$ cat config.mk
export PLATFORM = sky130hd
export DESIGN_NAME = seq_divider
export DESIGN_NICKNAME = d
export VERILOG_FILES = /design/src/rtl/rv32imc_types.sv /design/src/rtl/seq_divider.sv
export SDC_FILE = /design/constraint.sdc
export NUM_CORES = 1
export LEC_CHECK = 0
export CORE_MARGIN = 5
export CORE_UTILIZATION = 40
export DETAILED_ROUTE_END_ITERATION = 12
export REMOVE_ABC_BUFFERS = 1
export SLEW_MARGIN = 40
export SYNTH_ARGS = -nofsm -noshare
export SYNTH_HDL_FRONTEND = slang
export SYNTH_SLANG_ARGS = --single-unit
$ cat constraint.sdc
create_clock -name clk -period 8.46 [get_ports clk]
set_clock_uncertainty 0.1 [all_clocks]
set_input_delay 1.692 -clock clk [delete_from_list [all_inputs] [get_ports clk]]
set_output_delay 1.692 -clock clk [all_outputs]
set_load 0.05 [all_outputs]
$ cat src/rtl/rv32imc_types.sv
// Shared RV32IMC types: M-extension divide opcodes (funct3 encoding)
// and the sequential divider's FSM states.
package rv32imc_types;

  localparam int XLEN = 32;

  typedef enum logic [2:0] {
    DIV  = 3'b100,
    DIVU = 3'b101,
    REM  = 3'b110,
    REMU = 3'b111
  } div_op_e;

  typedef enum logic [1:0] {
    IDLE = 2'd0,
    BUSY = 2'd1,
    DONE = 2'd2
  } div_state_e;

endpackage

$ cat src/rtl/seq_divider.sv
// Iterative RV32M divider: restoring radix-2, one quotient bit per cycle,
// stalling the pipeline while busy and presenting the result for one cycle.
module seq_divider
  import rv32imc_types::*;
(
  input  logic        clk,
  input  logic        rst,
  input  logic [31:0] a,
  input  logic [31:0] b,
  input  logic        start,
  input  div_op_e     div_op,
  output logic [31:0] div_out,
  output logic        div_stall,
  output logic        divide_by_0
);

  div_state_e  state_q, state_d;
  logic [4:0]  cnt_q, cnt_d;
  logic [63:0] rq_q, rq_d;
  logic [31:0] dvsr_q, dvsr_d;
  logic        is_rem_q, is_rem_d;
  logic        q_neg_q, q_neg_d;
  logic        r_neg_q, r_neg_d;
  logic [31:0] out_q, out_d;
  logic        dz_q, dz_d;

  function automatic logic [31:0] neg_if(input logic [31:0] v, input logic neg);
    return neg ? (~v + 32'd1) : v;
  endfunction

  logic        op_signed, op_rem, a_neg, b_neg, b_zero, ovf;
  logic [31:0] a_mag, b_mag;
  logic [32:0] diff;
  logic [63:0] rq_step;
  logic [31:0] result;

  assign op_signed = (div_op == DIV) | (div_op == REM);
  assign op_rem    = (div_op == REM) | (div_op == REMU);
  assign a_neg     = op_signed & a[31];
  assign b_neg     = op_signed & b[31];
  assign a_mag     = neg_if(a, a_neg);
  assign b_mag     = neg_if(b, b_neg);
  assign b_zero    = (b == 32'd0);
  assign ovf       = op_signed & (a == 32'h8000_0000) & (b == 32'hFFFF_FFFF);

  // rq_q[63:31] is the shifted partial remainder including its carry-out bit
  assign diff    = rq_q[63:31] - {1'b0, dvsr_q};
  assign rq_step = diff[32] ? {rq_q[62:0], 1'b0} : {diff[31:0], rq_q[30:0], 1'b1};
  assign result  = is_rem_q ? neg_if(rq_step[63:32], r_neg_q)
                            : neg_if(rq_step[31:0], q_neg_q);

  always_comb begin
    state_d  = state_q;
    cnt_d    = cnt_q;
    rq_d     = rq_q;
    dvsr_d   = dvsr_q;
    is_rem_d = is_rem_q;
    q_neg_d  = q_neg_q;
    r_neg_d  = r_neg_q;
    out_d    = out_q;
    dz_d     = dz_q;
    case (state_q)
      IDLE: begin
        if (start) begin
          rq_d     = {32'd0, a_mag};
          dvsr_d   = b_mag;
          is_rem_d = op_rem;
          q_neg_d  = a_neg ^ b_neg;
          r_neg_d  = a_neg;
          cnt_d    = 5'd0;
          dz_d     = b_zero;
          if (b_zero) begin
            out_d   = op_rem ? a : 32'hFFFF_FFFF;
            state_d = DONE;
          end else if (ovf) begin
            out_d   = op_rem ? 32'd0 : 32'h8000_0000;
            state_d = DONE;
          end else begin
            state_d = BUSY;
          end
        end
      end
      BUSY: begin
        rq_d  = rq_step;
        cnt_d = cnt_q + 5'd1;
        if (cnt_q == 5'd31) begin
          out_d   = result;
          state_d = DONE;
        end
      end
      DONE: begin
        dz_d    = 1'b0;
        state_d = IDLE;
      end
      default: state_d = IDLE;
    endcase
  end

  always_ff @(posedge clk or posedge rst) begin
    if (rst) begin
      state_q  <= IDLE;
      cnt_q    <= 5'd0;
      rq_q     <= 64'd0;
      dvsr_q   <= 32'd0;
      is_rem_q <= 1'b0;
      q_neg_q  <= 1'b0;
      r_neg_q  <= 1'b0;
      out_q    <= 32'd0;
      dz_q     <= 1'b0;
    end else begin
      state_q  <= state_d;
      cnt_q    <= cnt_d;
      rq_q     <= rq_d;
      dvsr_q   <= dvsr_d;
      is_rem_q <= is_rem_d;
      q_neg_q  <= q_neg_d;
      r_neg_q  <= r_neg_d;
      out_q    <= out_d;
      dz_q     <= dz_d;
    end
  end

  // Stall is combinational so the requesting instruction holds in execute at once
  assign div_stall   = ~rst & (((state_q == IDLE) & start) | (state_q == BUSY));
  assign div_out     = out_q;
  assign divide_by_0 = dz_q;

endmodule

==> results.yml <==
worst_setup_path:
  critPathArrivalTime_ps: 5940
  r2r_start: "rq_q[31]"
  cp_max_fo: 40
  critPathRequiredTime_ps: 8720
  max_stage_delay_ps: 560
  setup.worst_path.start_class: "flip-flop"
  cpMaxStageDelayCell: "inv_2"
  crit_path_end_kind: "flip-flop"
  rr_worst_depth: 21
  regToRegEndpoint: "div_out[26]"
  path_cells: "inv_1, ha_1, inv_1, fa_1, a211oi_2, o211ai_2, a211oi_2, nor4bb_2, nor4_1, nor2_4, inv_2, ha_1, nand4_1, or3_1, or2_2, o31ai_1, xnor2_1, nand2_1, a21oi_1, a31oi_1, o21ai_1"
  reg2reg_slack_ps: 2770
  path_class: "reg2reg"
final_layout:
  finalInstanceArea_mm2: 0.01321
  fin_cells: 1878
  fillCellCount: 2809
  drive_gt1_frac: 0.05067
  seqCellArea_mm2: 0.003481
  final_nets: 1597
  antenna_cells: 0
  syn_to_final_growth_pct: 17.58
  multi_input_area_mm2: 0.007291
global_route:
  grt.overflow.total: 0
  track_usage: 0.2398
  grt_pass1_wl_um: 60170
  grt_pass1_vias: 10860
  grt_max_degree: 89
  antenna_found_initial: 0
sta:
  slew_headroom: 0.4268
  min_period_ps: 5688
  finalSetupViolCount: 0
  fin_setup_tns_ps: 0
  hold_viol: 0
  min_period_over_period: 0.6723
  drv_slew: 0
  fmax_ghz: 0.1758
  worst-slew-pin-transition_ps: 859.8
  grt_setup_unrepaired: "false"
placed_design:
  dp_cells: 1846
  dp_hpwl_um: 27370
  place_area_mm2: 0.01255
  place_congestion: 0.9022
  place.port_buffers: 103
drt:
  drc: 0
  drt_iter0_drc: 1015
  drtAntennaViolNets: 0
  vias: 11050
  wl_um: 37510
  wl_per_cell_um: 19.97
  via_per_inst: 5.881
  dr.pass1.iters: 5
clock_tree:
  cts_buffer_depth: 2
  clk_latency_ps: 430
  clock-sinks: 139
  root_buffer: "clkbuf_16"
  cts_tree: "yes"
  postCtsResizedCells: 0
  cts_setup_buffers: 0
  numCtsBuffers: 17
  htreeDepth: 4
  clk_transition_reported_paths_ps: 60
  ctsHoldBuffers: 0
power_and_ir_drop:
  power_density_mw_per_mm2: 447.0
  swShare: 0.5243
  power_frac_clock: 0.141
  p_comb_frac: 0.651
  total_leakage_power_nw: 5.201
  peakVddDrop_v: 0.0002604
  internal_power_mw: 2.808
  p_seq_frac: 0.209
  power.switching_mw: 3.095
floorplanning:
  coreArea_mm2: 0.02778
  die_w_um: 177.6
  die_area_mm2: 0.03153
  start_util: 0.4043
  die_h_um: 177.6
  num_rows: 61
  top_level_ports: 104
synthesis:
  synth.distinct_cells: 72
  synth_edf_count: 0
  syn_area_mm2: 0.01123
  syn_avg_cell_area_um2: 7.838
  synthFlopType: "dfrtp_1"
  ys_async_sr_fraction: 1.000
  ys_seq_area_frac: 0.3097
  yosysWarnings: 0
  ys_ff_latch: 139
  syn_inst: 1433
run_status:
  status: "completed"
worst_hold_path:
  hold_path_end: "div_out[7]"
  min_path_type: "reg2reg"
  hp-start: "div_out[7]"
  worstHoldPathCells: 2
job:
  drv_cap: 0
placed cells by master (no fill, tap or decap), types with 28 or more instances in the layout:
cell / instances
clkdlybuf4s50_1: 103
inv_1: 53
o21ai_0: 185
a21oi_1: 95
xor2_1: 79
nor2_1: 103
xnor2_1: 63
nand2_1: 192
nor3_1: 29
dfrtp_1: 137
ha_1: 39
mux2i_1: 28
logic make-up (layout without fill, tap and decap cells):
family | after synthesis | in the layout | share of synthesized area
multiplexers | 31 | 31 | 0.02796
AND/OR/NAND/NOR | 465 | 465 | 0.1944
flip-flops | 139 | 139 | 0.3097
adder cells (fa/ha/maj) | 40 | 40 | 0.04523
XOR/XNOR | 142 | 142 | 0.1107
AO/OA/AOI/OAI | 482 | 482 | 0.2655
buffers and inverters | 134 | 201 | 0.04656
stage by stage:
stage / setup WS [ps] / util / hold WS [ps] / power [mW]
3_5_place_dp: 2602 / 0.4516 / 357.4 / 5.018
6_report: 2772 / 0.4754 / 364.1 / 5.903
2_1_floorplan: 2173 / - / 349.4 / 3.925
3_3_place_gp: 2443 / 0.4511 / 357.1 / 4.984
4_1_cts: 2861 / 0.4741 / 372.4 / 5.865
5_1_grt: 2323 / 0.4754 / 387.3 / 6.395
routing by layer:
metal  vias up  routed length [um]  global-route usage
met3        53                2185             0.03835
met2       367               17490              0.3835
li1       5291                   -                   -
met1      5334               16820              0.3345
met4         0                1019             0.07251
met5         -                   0                   0
synthesized netlist by cell type, drive strengths merged, types with 9 or more instances:
| library cell | n | share of area |
|---|---|---|
| o21ai | 201 | 0.090 |
| nand2 | 194 | 0.065 |
| dfrtp | 139 | 0.31 |
| nor2 | 106 | 0.036 |
| a21oi | 98 | 0.045 |
| xor2 | 79 | 0.062 |
| xnor2 | 63 | 0.049 |
| clkbuf | 61 | 0.020 |
| inv | 55 | 0.018 |
| ha | 39 | 0.043 |
| nor3 | 29 | 0.013 |
| mux2i | 28 | 0.025 |
| o31ai | 26 | 0.017 |
| or3 | 26 | 0.014 |
| a22oi | 25 | 0.017 |
| o221ai | 24 | 0.019 |
| nand4 | 23 | 0.013 |
| o22ai | 20 | 0.011 |
| buf | 18 | 0.0078 |
| nand3 | 14 | 0.0062 |
| o211ai | 14 | 0.0098 |
| a21o | 10 | 0.0067 |
| and2 | 10 | 0.0056 |
| nand2b | 10 | 0.0056 |
| nor4 | 10 | 0.0069 |
| or4 | 10 | 0.0070 |
| a211oi | 9 | 0.0069 |
| o41ai | 9 | 0.0070 |
cell type report:
cell class | instances | share of cell area
Clock buffer | 21 | 0.03487
Clock inverter | 11 | 0.01260
Inverter | 55 | 0.01620
Multi-Input combinational cell | 1160 | 0.5521
Sequential cell | 139 | 0.2636
Tap cell | 378 | 0.03581
Timing Repair Buffer | 114 | 0.08489
worst max path at each step:
| stage | from | slack, ps | endpoint | cells past startpoint |
|---|---|---|---|---|
| 4_1_cts | rq_q[31] | 2860 | div_out[26] | 21 |
| 3_5_place_dp | b[6] | 2600 | div_out[16] | 12 |
| 5_1_grt | rq_q[31] | 2320 | div_out[26] | 21 |
| 2_1_floorplan | start | 2170 | div_stall | 2 |
| 3_3_place_gp | b[6] | 2440 | div_out[25] | 12 |
| 6_report | rq_q[31] | 2770 | div_out[26] | 21 |
critical path, delay by kind of cell, from the launching register on:
family          cells  cell delay, ps
simple gates        7            1870
compound gates      7            1400
fa+ha+maj           3             980
buf+inv             3             720
flops               1             390
xor+xnor            1             150
power groups by stage:
| stage | clock [mW] | combinational [mW] | sequential (mW) |
|---|---|---|---|
| finish | 0.830 | 3.84 | 1.23 |
| global route | 0.867 | 4.26 | 1.27 |
| detailed placement | 0 | 3.79 | 1.23 |
| floorplan | 0 | 2.73 | 1.19 |
| global placement | 0 | 3.75 | 1.23 |
| CTS | 0.836 | 3.80 | 1.22 |
sequential cells by signal (all words and copies together), names as in the netlist:
name	count
cnt_q	5
div_out	32
divide_by_0	1
dvsr_q	32
is_rem_q	1
q_neg_q	1
r_neg_q	1
rq_q	64
state_q	2
(Power assumes the default switching activity.)
